$ cat src/rtl/kw_reset_sequencer.sv
// Ordered reset release for DOMAINS downstream domains: hold, then release one
// domain at a time, waiting for its ready (with optional timeout) before the next.
module kw_reset_sequencer #(
  parameter int DOMAINS     = 4,
  parameter int HOLD_CYCLES = 16,
  parameter int DELAY       = 8,
  parameter int TIMEOUT     = 255,
  localparam int IDX_W      = (DOMAINS > 2) ? $clog2(DOMAINS) : 1
) (
  input  logic               clock,
  input  logic               i_reset,
  input  logic               testmode,
  input  logic               i_sw_reset,
  input  logic [DOMAINS-1:0] i_ready,
  output logic [DOMAINS-1:0] o_reset_n,
  output logic               o_done,
  output logic               o_error,
  output logic [IDX_W-1:0]   o_err_domain
);

  localparam int MAX_HD = (HOLD_CYCLES > DELAY) ? HOLD_CYCLES : DELAY;
  localparam int MAX_C  = (MAX_HD > TIMEOUT) ? MAX_HD : TIMEOUT;
  localparam int CNT_W  = $clog2(MAX_C + 1);

  localparam logic [CNT_W-1:0] HOLD_LAST  = CNT_W'(HOLD_CYCLES - 1);
  localparam logic [CNT_W-1:0] DELAY_LAST = CNT_W'(DELAY - 1);
  localparam logic [CNT_W-1:0] TO_LAST    = CNT_W'((TIMEOUT == 0) ? 0 : TIMEOUT - 1);
  localparam logic [CNT_W-1:0] CNT_ONE    = CNT_W'(1);
  localparam logic [IDX_W-1:0] IDX_LAST   = IDX_W'(DOMAINS - 1);
  localparam logic [IDX_W-1:0] IDX_ONE    = IDX_W'(1);

  typedef enum logic [2:0] {
    ST_HOLD       = 3'd0,
    ST_WAIT_READY = 3'd1,
    ST_GAP        = 3'd2,
    ST_DONE       = 3'd3,
    ST_ERROR      = 3'd4
  } state_t;

  state_t               state_r, state_s;
  logic [IDX_W-1:0]     idx_r, idx_s;
  logic [CNT_W-1:0]     cnt_r, cnt_s;
  logic [DOMAINS-1:0]   rst_n_r, rst_n_s;
  logic                 done_r, done_s;
  logic                 error_r, error_s;
  logic [IDX_W-1:0]     err_dom_r, err_dom_s;

  function automatic logic [DOMAINS-1:0] domain_bit(input logic [IDX_W-1:0] k);
    logic [DOMAINS-1:0] m;
    m    = '0;
    m[k] = 1'b1;
    return m;
  endfunction

  // State and output registers
  always_ff @(posedge clock or posedge i_reset) begin
    if (i_reset) begin
      state_r   <= ST_HOLD;
      idx_r     <= '0;
      cnt_r     <= '0;
      rst_n_r   <= '0;
      done_r    <= 1'b0;
      error_r   <= 1'b0;
      err_dom_r <= '0;
    end else begin
      state_r   <= state_s;
      idx_r     <= idx_s;
      cnt_r     <= cnt_s;
      rst_n_r   <= rst_n_s;
      done_r    <= done_s;
      error_r   <= error_s;
      err_dom_r <= err_dom_s;
    end
  end

  // Next-state and next-output logic; software re-sequence overrides everything
  always_comb begin
    state_s   = state_r;
    idx_s     = idx_r;
    cnt_s     = cnt_r;
    rst_n_s   = rst_n_r;
    done_s    = done_r;
    error_s   = error_r;
    err_dom_s = err_dom_r;
    if (i_sw_reset) begin
      state_s   = ST_HOLD;
      idx_s     = '0;
      cnt_s     = '0;
      rst_n_s   = '0;
      done_s    = 1'b0;
      error_s   = 1'b0;
      err_dom_s = '0;
    end else begin
      case (state_r)
        ST_HOLD: begin
          rst_n_s = '0;
          if (cnt_r == HOLD_LAST) begin
            rst_n_s = domain_bit('0);
            idx_s   = '0;
            cnt_s   = '0;
            state_s = ST_WAIT_READY;
          end else begin
            cnt_s = cnt_r + CNT_ONE;
          end
        end
        ST_WAIT_READY: begin
          // Ready is checked before the timeout so a same-edge arrival wins
          if (i_ready[idx_r]) begin
            if (idx_r == IDX_LAST) begin
              done_s  = 1'b1;
              state_s = ST_DONE;
            end else begin
              cnt_s   = '0;
              state_s = ST_GAP;
            end
          end else if (TIMEOUT != 0) begin
            if (cnt_r == TO_LAST) begin
              error_s   = 1'b1;
              err_dom_s = idx_r;
              rst_n_s   = '0;
              state_s   = ST_ERROR;
            end else begin
              cnt_s = cnt_r + CNT_ONE;
            end
          end else begin
            cnt_s = cnt_r;
          end
        end
        ST_GAP: begin
          if (cnt_r == DELAY_LAST) begin
            idx_s   = idx_r + IDX_ONE;
            rst_n_s = rst_n_r | domain_bit(idx_r + IDX_ONE);
            cnt_s   = '0;
            state_s = ST_WAIT_READY;
          end else begin
            cnt_s = cnt_r + CNT_ONE;
          end
        end
        ST_DONE: begin
          state_s = ST_DONE;
        end
        ST_ERROR: begin
          state_s = ST_ERROR;
        end
        default: begin
          state_s   = ST_HOLD;
          idx_s     = '0;
          cnt_s     = '0;
          rst_n_s   = '0;
          done_s    = 1'b0;
          error_s   = 1'b0;
          err_dom_s = '0;
        end
      endcase
    end
  end

  assign o_reset_n    = testmode ? {DOMAINS{~i_reset}} : rst_n_r;
  assign o_done       = done_r;
  assign o_error      = error_r;
  assign o_err_domain = err_dom_r;

endmodule

$ cat config.mk
export PLATFORM = sky130hd
export DESIGN_NAME = kw_reset_sequencer
export DESIGN_NICKNAME = d
export VERILOG_FILES = /design/src/rtl/kw_reset_sequencer.sv
export SDC_FILE = /design/constraint.sdc
export NUM_CORES = 1
export LEC_CHECK = 0
export CAP_MARGIN = 20
export CORE_MARGIN = 1.5
export CORE_UTILIZATION = 40
export CTS_CLUSTER_DIAMETER = 100
export DETAILED_ROUTE_END_ITERATION = 8
export GPL_TIMING_DRIVEN = 0
export HOLD_SLACK_MARGIN = 0.06
export RECOVER_POWER = 100
export SETUP_SLACK_MARGIN = 0.02
export SLEW_MARGIN = 30
export SYNTH_ARGS = -nofsm -noshare
export SYNTH_HDL_FRONTEND = slang
export SYNTH_SLANG_ARGS = --single-unit
$ cat constraint.sdc
create_clock -name clock -period 3.04 [get_ports clock]
set_clock_uncertainty 0.2 [all_clocks]
set_input_delay 0.608 -clock clock [delete_from_list [all_inputs] [get_ports clock]]
set_output_delay 0.608 -clock clock [all_outputs]
set_load 0.02 [all_outputs]
* Word-level counts from Yosys, hierarchy flattened
Index checks and enable logic that the tools add are counted.
Storage, ports and cells: register bits 21, bits of input ports 8
Cells by class: magnitude comparators 3, add/sub/neg operators 2, bitwise gates (word level) 2, equality and inequality tests 20, reductions and logical operators 11, mux-type cells 41
Operators by type and width (number):
- 8-bit two-way mux | 6
- 8-bit one-hot mux with 4 select lines | 1
- 4-bit two-way mux | 5
- 3-bit != test (second input constant) | 6
- 4-bit one-hot mux with 4 select lines | 1
- 3-bit two-way mux | 5
- 3-bit one-hot mux with 5 select lines | 1
- 3-bit AND reduction | 5
- 2-bit two-way mux | 6
- 4-bit != test (second input constant) | 3
- 1-bit two-way mux | 10
- 8-bit by 1-bit adder with 8-bit output (second input constant) | 1
- 8-bit by 3-bit equality test with 1-bit output (second input constant) | 1
- 8-bit by 4-bit equality test with 1-bit output (second input constant) | 1
- 8-bit equality test (second input constant) | 1
- 3-bit by 2-bit equality test with 1-bit output (second input constant) | 2
- 2-bit by 3-bit less-than comparator with 1-bit output (second input constant) | 2
- 2-bit by 1-bit != test with 1-bit output (second input constant) | 3
- 2-bit one-hot mux with 3 select lines | 1
- 4-bit OR | 1
- 1-bit one-hot mux with 2 select lines | 2
- 2-bit one-hot mux with 2 select lines | 1
- 4-bit AND reduction | 1
- 4-bit OR reduction | 1
- other kinds (12) | 12

* Longest topological paths before layout
Gate-level depths: netlist (run 1).
depth after elaboration 9, depth in mapped cells 6

* Least setup slack after synthesis (run 1)
OpenSTA, ideal clock, no wires.
kind input port to flip-flop, from input port i_ready[3], to register error_r (netlist: o_error), arrival time 2.107 ns, path buffers 0, data required time 2.712 ns, stages on the path 4, setup slack 0.606 ns, cells stage by stage mux4_2 o31ai_4 a21boi_4 mux2_1
Between the ends: cells in the longest elaborated chain, start to end 4
Ends and longest elaborated chain:
- start: declaration | RTL line 14 | input logic [DOMAINS-1:0] i_ready,
- 1-bit binary-select mux with 2-bit select | RTL line 108 | if (i_ready[idx_r]) begin
- 1-bit two-way mux (implied by the code) | RTL line 108
- 3-bit != test (no source line)
- 3-bit AND reduction (no source line)
- end signal: assignment | RTL line 71 | error_r <= error_s;
- end: declaration | RTL line 45 | logic error_r, error_s;
Every way passes these cells. The select of a mux whose other input is x is not followed. A chain may end at the register's enable or synchronous reset.

* Final worst setup path (run 1)
from input port i_reset, to output port o_reset_n[1]
Between the ends: cells in the longest elaborated chain, start to end 2
Ends and longest elaborated chain:
- start: declaration | RTL line 11 | input logic i_reset,
- 1-bit inverter | RTL line 158 | assign o_reset_n = testmode ? {DOMAINS{~i_reset}} : rst_n_r;
- 4-bit two-way mux | RTL line 158
- end: declaration | RTL line 15 | output logic [DOMAINS-1:0] o_reset_n,
Every way passes these cells.

==> impl_metrics.tcl, run 1 <==
set metrics [dict create \
    status "finished clean" \
    cts_sinks 21 \
    synth_largest_area_cell "dfrtp_1" \
    worst_slack_ns 0.1850 \
    synth.most_common_cell "dfrtp_1" \
    use_met3 0.02162 \
    yosys.area.top_type_share 0.3697 \
    place_congestion 0.8357 \
    finalHoldViolCount 0 \
    nFillCells 340 \
    fin_nets 190 \
    yosys_warnings 0 \
    h-tree-depth 1 \
    die_h_um 62.61 \
    worstSetupPathType "input port to primary output" \
    via_count 1257 \
    synth.distinct_cells 44 \
    multiInputGateArea_um2 817.0 \
    layout-drive-gt1-share 0.07471 \
    grt_pass1_wl_um 5754 \
    synthTopCellsByCount "dfrtp_1 (21), inv_1 (14), o21ai_0 (14)" \
    relSlewSlack 0.6070 \
    hold_class "flip-flop to flip-flop" \
    power_mw 0.4934 \
    critPathLaunchType "input port" \
    synth-seq-cells 21 \
    worstPathRequired_ns 2.23 \
    irDropWorstVdd_mv 0.1558 \
    grt_pass1_vias 1261 \
    slew_violations 0 \
    syn_area_um2 1421 \
    p_leak_nw 0.6717 \
    clk_pin_slew_worst_paths_ns 0.12 \
    synth_ff_type "dfrtp_1" \
    seqCellArea_um2 525.5 \
    syn_nets 168 \
    rsz0062_at_grt "no" \
    endpoint_kind "primary output" \
    post-dp-hpwl_um 2337 \
    synthToLayoutAreaGrowth_pct 17.08 \
    ios 16 \
    grt_busiest_layer "met2" \
    cts_buffer_depth 2 \
    place_ws_ns -0.4196 \
    synthCells 153 \
    dieArea_um2 3920 \
    p_per_area_nw_per_um2 296.5 \
    antenna_cells 0 \
    die_x_um 62.61 \
    worstMarginPinSlew_ns 0.5895 \
    cts_root_buffer "clkbuf_4" \
    setup_viol 0 \
    firstDrtPassIters 4 \
    clock.fmax_mhz 350.3 \
    ys_top_cells_by_area "dfrtp_1 (37%), ha_1 (6.2%), o21ai_0 (4.9%), inv_1 (3.7%), a21oi_1 (3.2%)" \
    met1_usage 0.2500 \
    drt-total-wl_um 3190 \
    clk_latency_ns 0.30 \
    grt_max_degree 12 \
    place_inst 214 \
    cp.arrival_ns 2.05 \
    async_reset_ff_frac 1.000 \
    track_usage 0.1813 \
    seq_area_frac_synth 0.3697 \
    min_period_ns 2.855 \
    period_share 0.9391 \
    final_cells 220 \
    crit_path_max_fanout 4 \
    postRouteAntennaNets 0 \
    synth_enable_flop_cells 0 \
    coreArea_um2 3363 \
    port_buffers 15 \
    detail_route.wl_per_cell_um 14.50 \
    avgSynthCellArea_um2 9.290 \
    drc 0 \
    ctsHoldBuffers 0 \
    hold_ws_ns 0.3020 \
    use_met2 0.2903 \
    rows 21 \
    drt_iter0_markers 51 \
    viasPerCell 5.714 \
    fin_setup_tns_ns 0 \
    cts_buffers 3 \
    max_cap_viol_count 0 \
    gr-total-overflow 0 \
    antenna_found_initial 0 \
    start_util 0.4226 \
    cts_tree "done" \
]
[metrics by stage]
stage	utilization	area (um^2)
2_1_floorplan	-	1421
3_3_place_gp	0.4844	1629
3_5_place_dp	0.4844	1629
4_1_cts	0.4970	1672
5_1_grt	0.4948	1664
6_report	0.4948	1664
[critical path, stage by stage]
cell	delay [ns]
clkdlybuf4s50_1	0.57
clkinvlp_4	0.12
nand2_1	0.10
o21ai_0	0.10
clkdlybuf4s50_1	0.55
[logic make-up after synthesis]
logic type,count (synthesis),synth area share
AO/OA/AOI/OAI,46,0.2324
AND/OR/NAND/NOR,51,0.2192
multiplexers,6,0.05194
buffers and inverters,20,0.05282
XOR/XNOR,2,0.01233
adder cells (fa/ha/maj),7,0.06162
flip-flops,21,0.3697
[timing repair]
item                                    CTS  global route
gates resized for setup                   1             0
endpoints found under the setup margin    4             0
buffers inserted                          1             0
[report_power, final]
group | internal (mW) | switching [mW] | total [mW]
sequential | 0.285 | 0.00611 | 0.291
combinational | 0.0281 | 0.0345 | 0.0626
clock | 0.0511 | 0.0887 | 0.140
[worst paths after layout]
kind,start,end,slack (ns),cells past startpoint
min in group asynchronous,i_reset,cnt_r[3]$_DFFE_PP0P_,0.55,2
max in group asynchronous,i_reset,o_err_domain[1]$_DFFE_PP0P_,1.58,3
worst min-delay path,o_error$_DFFE_PP0P_,o_error$_DFFE_PP0P_,0.30,1
worst min register to register,o_error$_DFFE_PP0P_,o_error$_DFFE_PP0P_,0.30,1
worst max-delay path,i_reset,o_reset_n[1],0.18,5
worst max register to register,idx_r[0]$_DFFE_PP0P_,o_error$_DFFE_PP0P_,0.54,4
[final cells by class]
class | count | area share
timing repair inverter | 1 | 0.003008
timing repair buffer | 16 | 0.09248
inverter | 14 | 0.03383
clock buffer | 4 | 0.01579
sequential | 21 | 0.3158
tap | 46 | 0.03459
buffer | 6 | 0.01353
multi-input combinational | 112 | 0.4910
[per-layer routing]
metal / vias to the layer above / share of wire
met5: - / 0
met4: 0 / 0.011
met3: 6 / 0.026
met2: 23 / 0.49
met1: 616 / 0.47
li1: 612 / -
[placed cells by master (no fill, tap or decap), types with 2 or more instances in the layout]
| cell | instances |
|---|---|
| a21oi_1 | 9 |
| clkbuf_1 | 8 |
| clkbuf_4 | 3 |
| clkdlybuf4s50_1 | 9 |
| dfrtp_1 | 21 |
| dlygate4sd3_1 | 6 |
| ha_1 | 7 |
| inv_1 | 13 |
| mux2i_1 | 4 |
| nand2_1 | 10 |
| nand2b_1 | 2 |
| nand3_1 | 5 |
| nand4_1 | 7 |
| nor2_1 | 7 |
| nor2b_1 | 2 |
| nor3_1 | 5 |
| o211ai_1 | 2 |
| o21a_1 | 3 |
| o21ai_0 | 14 |
| o221ai_1 | 5 |
| o41ai_1 | 2 |
| or2_2 | 2 |
| xnor2_1 | 2 |
[registers in the layout, indices dropped and copies added, names as in the netlist]
name / flops
cnt_r: 8
idx_r: 2
o_done: 1
o_err_domain: 2
o_error: 1
rst_n_r: 4
state_r: 3
(Power assumes the default switching activity.)
==> inputs of run 2 (changes only) <==
--- a/config.mk
+++ b/config.mk
@@ -13,6 +13,7 @@
 export GPL_TIMING_DRIVEN = 0
 export HOLD_SLACK_MARGIN = 0.06
 export RECOVER_POWER = 100
+export REMOVE_ABC_BUFFERS = 1
 export SETUP_SLACK_MARGIN = 0.02
 export SLEW_MARGIN = 30
 export SYNTH_ARGS = -nofsm -noshare
==> impl_metrics.tcl, run 2 (synthesis results as in run 1) <==
set metrics [dict create \
    largest_reg_flops 8 \
    multiInputGateArea_um2 803.3 \
    clk_latency_ns 0.31 \
    h-tree-depth 1 \
    irDropWorstVdd_mv 0.1954 \
    detail_route.wl_per_cell_um 15.01 \
    cts_tree "done" \
    top_register "cnt_r" \
    die_h_um 62.61 \
    ctsHoldBuffers 0 \
    cts_sinks 21 \
    final_cell_mix "dfrtp_1 (21), o21ai_0 (14), inv_1 (13), nand2_1 (10)" \
    rsz0062_at_grt "no" \
    via_count 1228 \
    ios 16 \
    setup_viol 0 \
    worstSetupPathType "input port to flip-flop" \
    period_share 0.9606 \
    dieArea_um2 3920 \
    place_ws_ns -0.4433 \
    grt_busiest_layer "met2" \
    worst-path-buf-inv 1 \
    post-dp-hpwl_um 2226 \
    port_buffers 15 \
    clk_pin_slew_worst_paths_ns 0.13 \
    coreArea_um2 3363 \
    drt_iter0_markers 108 \
    grt_max_degree 18 \
    antenna_found_initial 0 \
    rows 21 \
    place_congestion 0.8026 \
    hold_class "flip-flop to flip-flop" \
    clock.fmax_mhz 342.4 \
    fin_nets 184 \
    grt_pass1_vias 1213 \
    worst_slack_ns 0.1198 \
    drc 0 \
    final_cells 214 \
    start_util 0.4226 \
    crit_path_cell_trace "dlygate4sd3_1 -> mux4_2 -> o31ai_2 -> a21boi_4 -> mux2_1" \
    nFillCells 356 \
    max_cap_viol_count 0 \
    seqCellArea_um2 525.5 \
    status "finished clean" \
    track_usage 0.1767 \
    antenna_cells 0 \
    worstMarginPinSlew_ns 0.6093 \
    viasPerCell 5.738 \
    relSlewSlack 0.5927 \
    die_x_um 62.61 \
    final_common_cell "dfrtp_1" \
    p_per_area_nw_per_um2 305.0 \
    top_regs "cnt_r: 8 flops, rst_n_r: 4 flops, state_r: 3 flops" \
    cp_slowest_cell "mux4_2" \
    finalHoldViolCount 0 \
    use_met2 0.2796 \
    gr-total-overflow 0 \
    crit_path_max_fanout 9 \
    slew_violations 0 \
    path_delay_family "multiplexers" \
    grt_pass1_wl_um 5582 \
    firstDrtPassIters 4 \
    postRouteAntennaNets 0 \
    endpoint_kind "flip-flop" \
    min_period_ns 2.920 \
    synthToLayoutAreaGrowth_pct 14.61 \
    fin_setup_tns_ns 0 \
    layout-drive-gt1-share 0.08929 \
    cts_buffer_depth 2 \
    worstPathRequired_ns 3.05 \
    met1_usage 0.2408 \
    use_met3 0.02342 \
    critPathLaunchType "input port" \
    cts_root_buffer "clkbuf_4" \
    slowest_delay_ns 0.60 \
    power_mw 0.4968 \
    cts_buffers 3 \
    drt-total-wl_um 3213 \
    place_inst 208 \
    cp.arrival_ns 2.93 \
    p_leak_nw 0.6547 \
]
## run 2: cell types whose count changed in the layout (fill, tap and decap cells not counted)
cell      previous run  this run
clkbuf_1             8         1
nor4b_2              1         2
o31ai_4              1         0
nor4b_4              1         0
or4_1                1         0
o31ai_2              0         1
clkinv_2             0         1
or4_4                0         1
## run 2: timing repair
item	CTS	global route
setup endpoints to repair	4	0
resized for setup	1	0
buffers inserted	1	0
## run 2: path summary, 6_finish.rpt
path	start	to	slack (ns)	cells past startpoint
min	o_error$_DFFE_PP0P_	o_error$_DFFE_PP0P_	0.32	1
max reg2reg	idx_r[0]$_DFFE_PP0P_	o_error$_DFFE_PP0P_	0.35	4
min in group asynchronous	i_reset	cnt_r[5]$_DFFE_PP0P_	0.56	2
max in group asynchronous	i_reset	state_r[0]$_DFFE_PP0P_	1.57	3
min reg2reg	o_error$_DFFE_PP0P_	o_error$_DFFE_PP0P_	0.32	1
max	i_ready[3]	o_error$_DFFE_PP0P_	0.12	5
## run 2: cell type report
cell class / instances / share of cell area
clock inverters: 1 / 0.003072
inverters: 14 / 0.03456
multi-input cells: 112 / 0.4931
clock buffers: 3 / 0.01382
well taps: 46 / 0.03533
flip-flops and latches: 21 / 0.3226
repair inverters: 1 / 0.003072
repair buffers: 16 / 0.09447
## run 2: worst reg2reg max path, delay by kind of cell (launching register included)
kind | cells | cell delay (ns)
muxes | 2 | 1.00
AOI/OAI and AO/OA | 2 | 0.87
DFF | 1 | 0.51
## run 2: per-stage QoR
stage | hold WS [ns] | cell area [um^2] | utilization
2_1_floorplan | 0.2777 | 1399 | -
3_3_place_gp | 0.2714 | 1607 | 0.4777
3_5_place_dp | 0.2868 | 1607 | 0.4777
4_1_cts | 0.3234 | 1650 | 0.4907
5_1_grt | 0.3360 | 1629 | 0.4844
6_report | 0.3176 | 1629 | 0.4844
## run 2: metal layers
metal  part of all wire  up-vias  routed length [um]
li1                   -      600                   -
met1               0.51      606                1628
met2               0.45       16                1458
met3              0.017        6                  55
met4              0.022        0                  70
met5                  0        -                   0
## run 2: power by group
part           switching, mW  leakage (nW)  internal [mW]
combinational         0.0340         0.346         0.0276
clock                 0.0947        0.0177         0.0492
sequential           0.00647         0.291          0.285
total                  0.135         0.655          0.362
==> inputs of run 3 (changes only) <==
--- a/config.mk
+++ b/config.mk
@@ -11,7 +11,6 @@
 export CTS_CLUSTER_DIAMETER = 100
 export DETAILED_ROUTE_END_ITERATION = 8
 export GPL_TIMING_DRIVEN = 0
-export HOLD_SLACK_MARGIN = 0.06
 export RECOVER_POWER = 100
 export REMOVE_ABC_BUFFERS = 1
 export SETUP_SLACK_MARGIN = 0.02
==> results of run 3 <==
The final DEF is identical to that of run 2; final timing and power are the same.
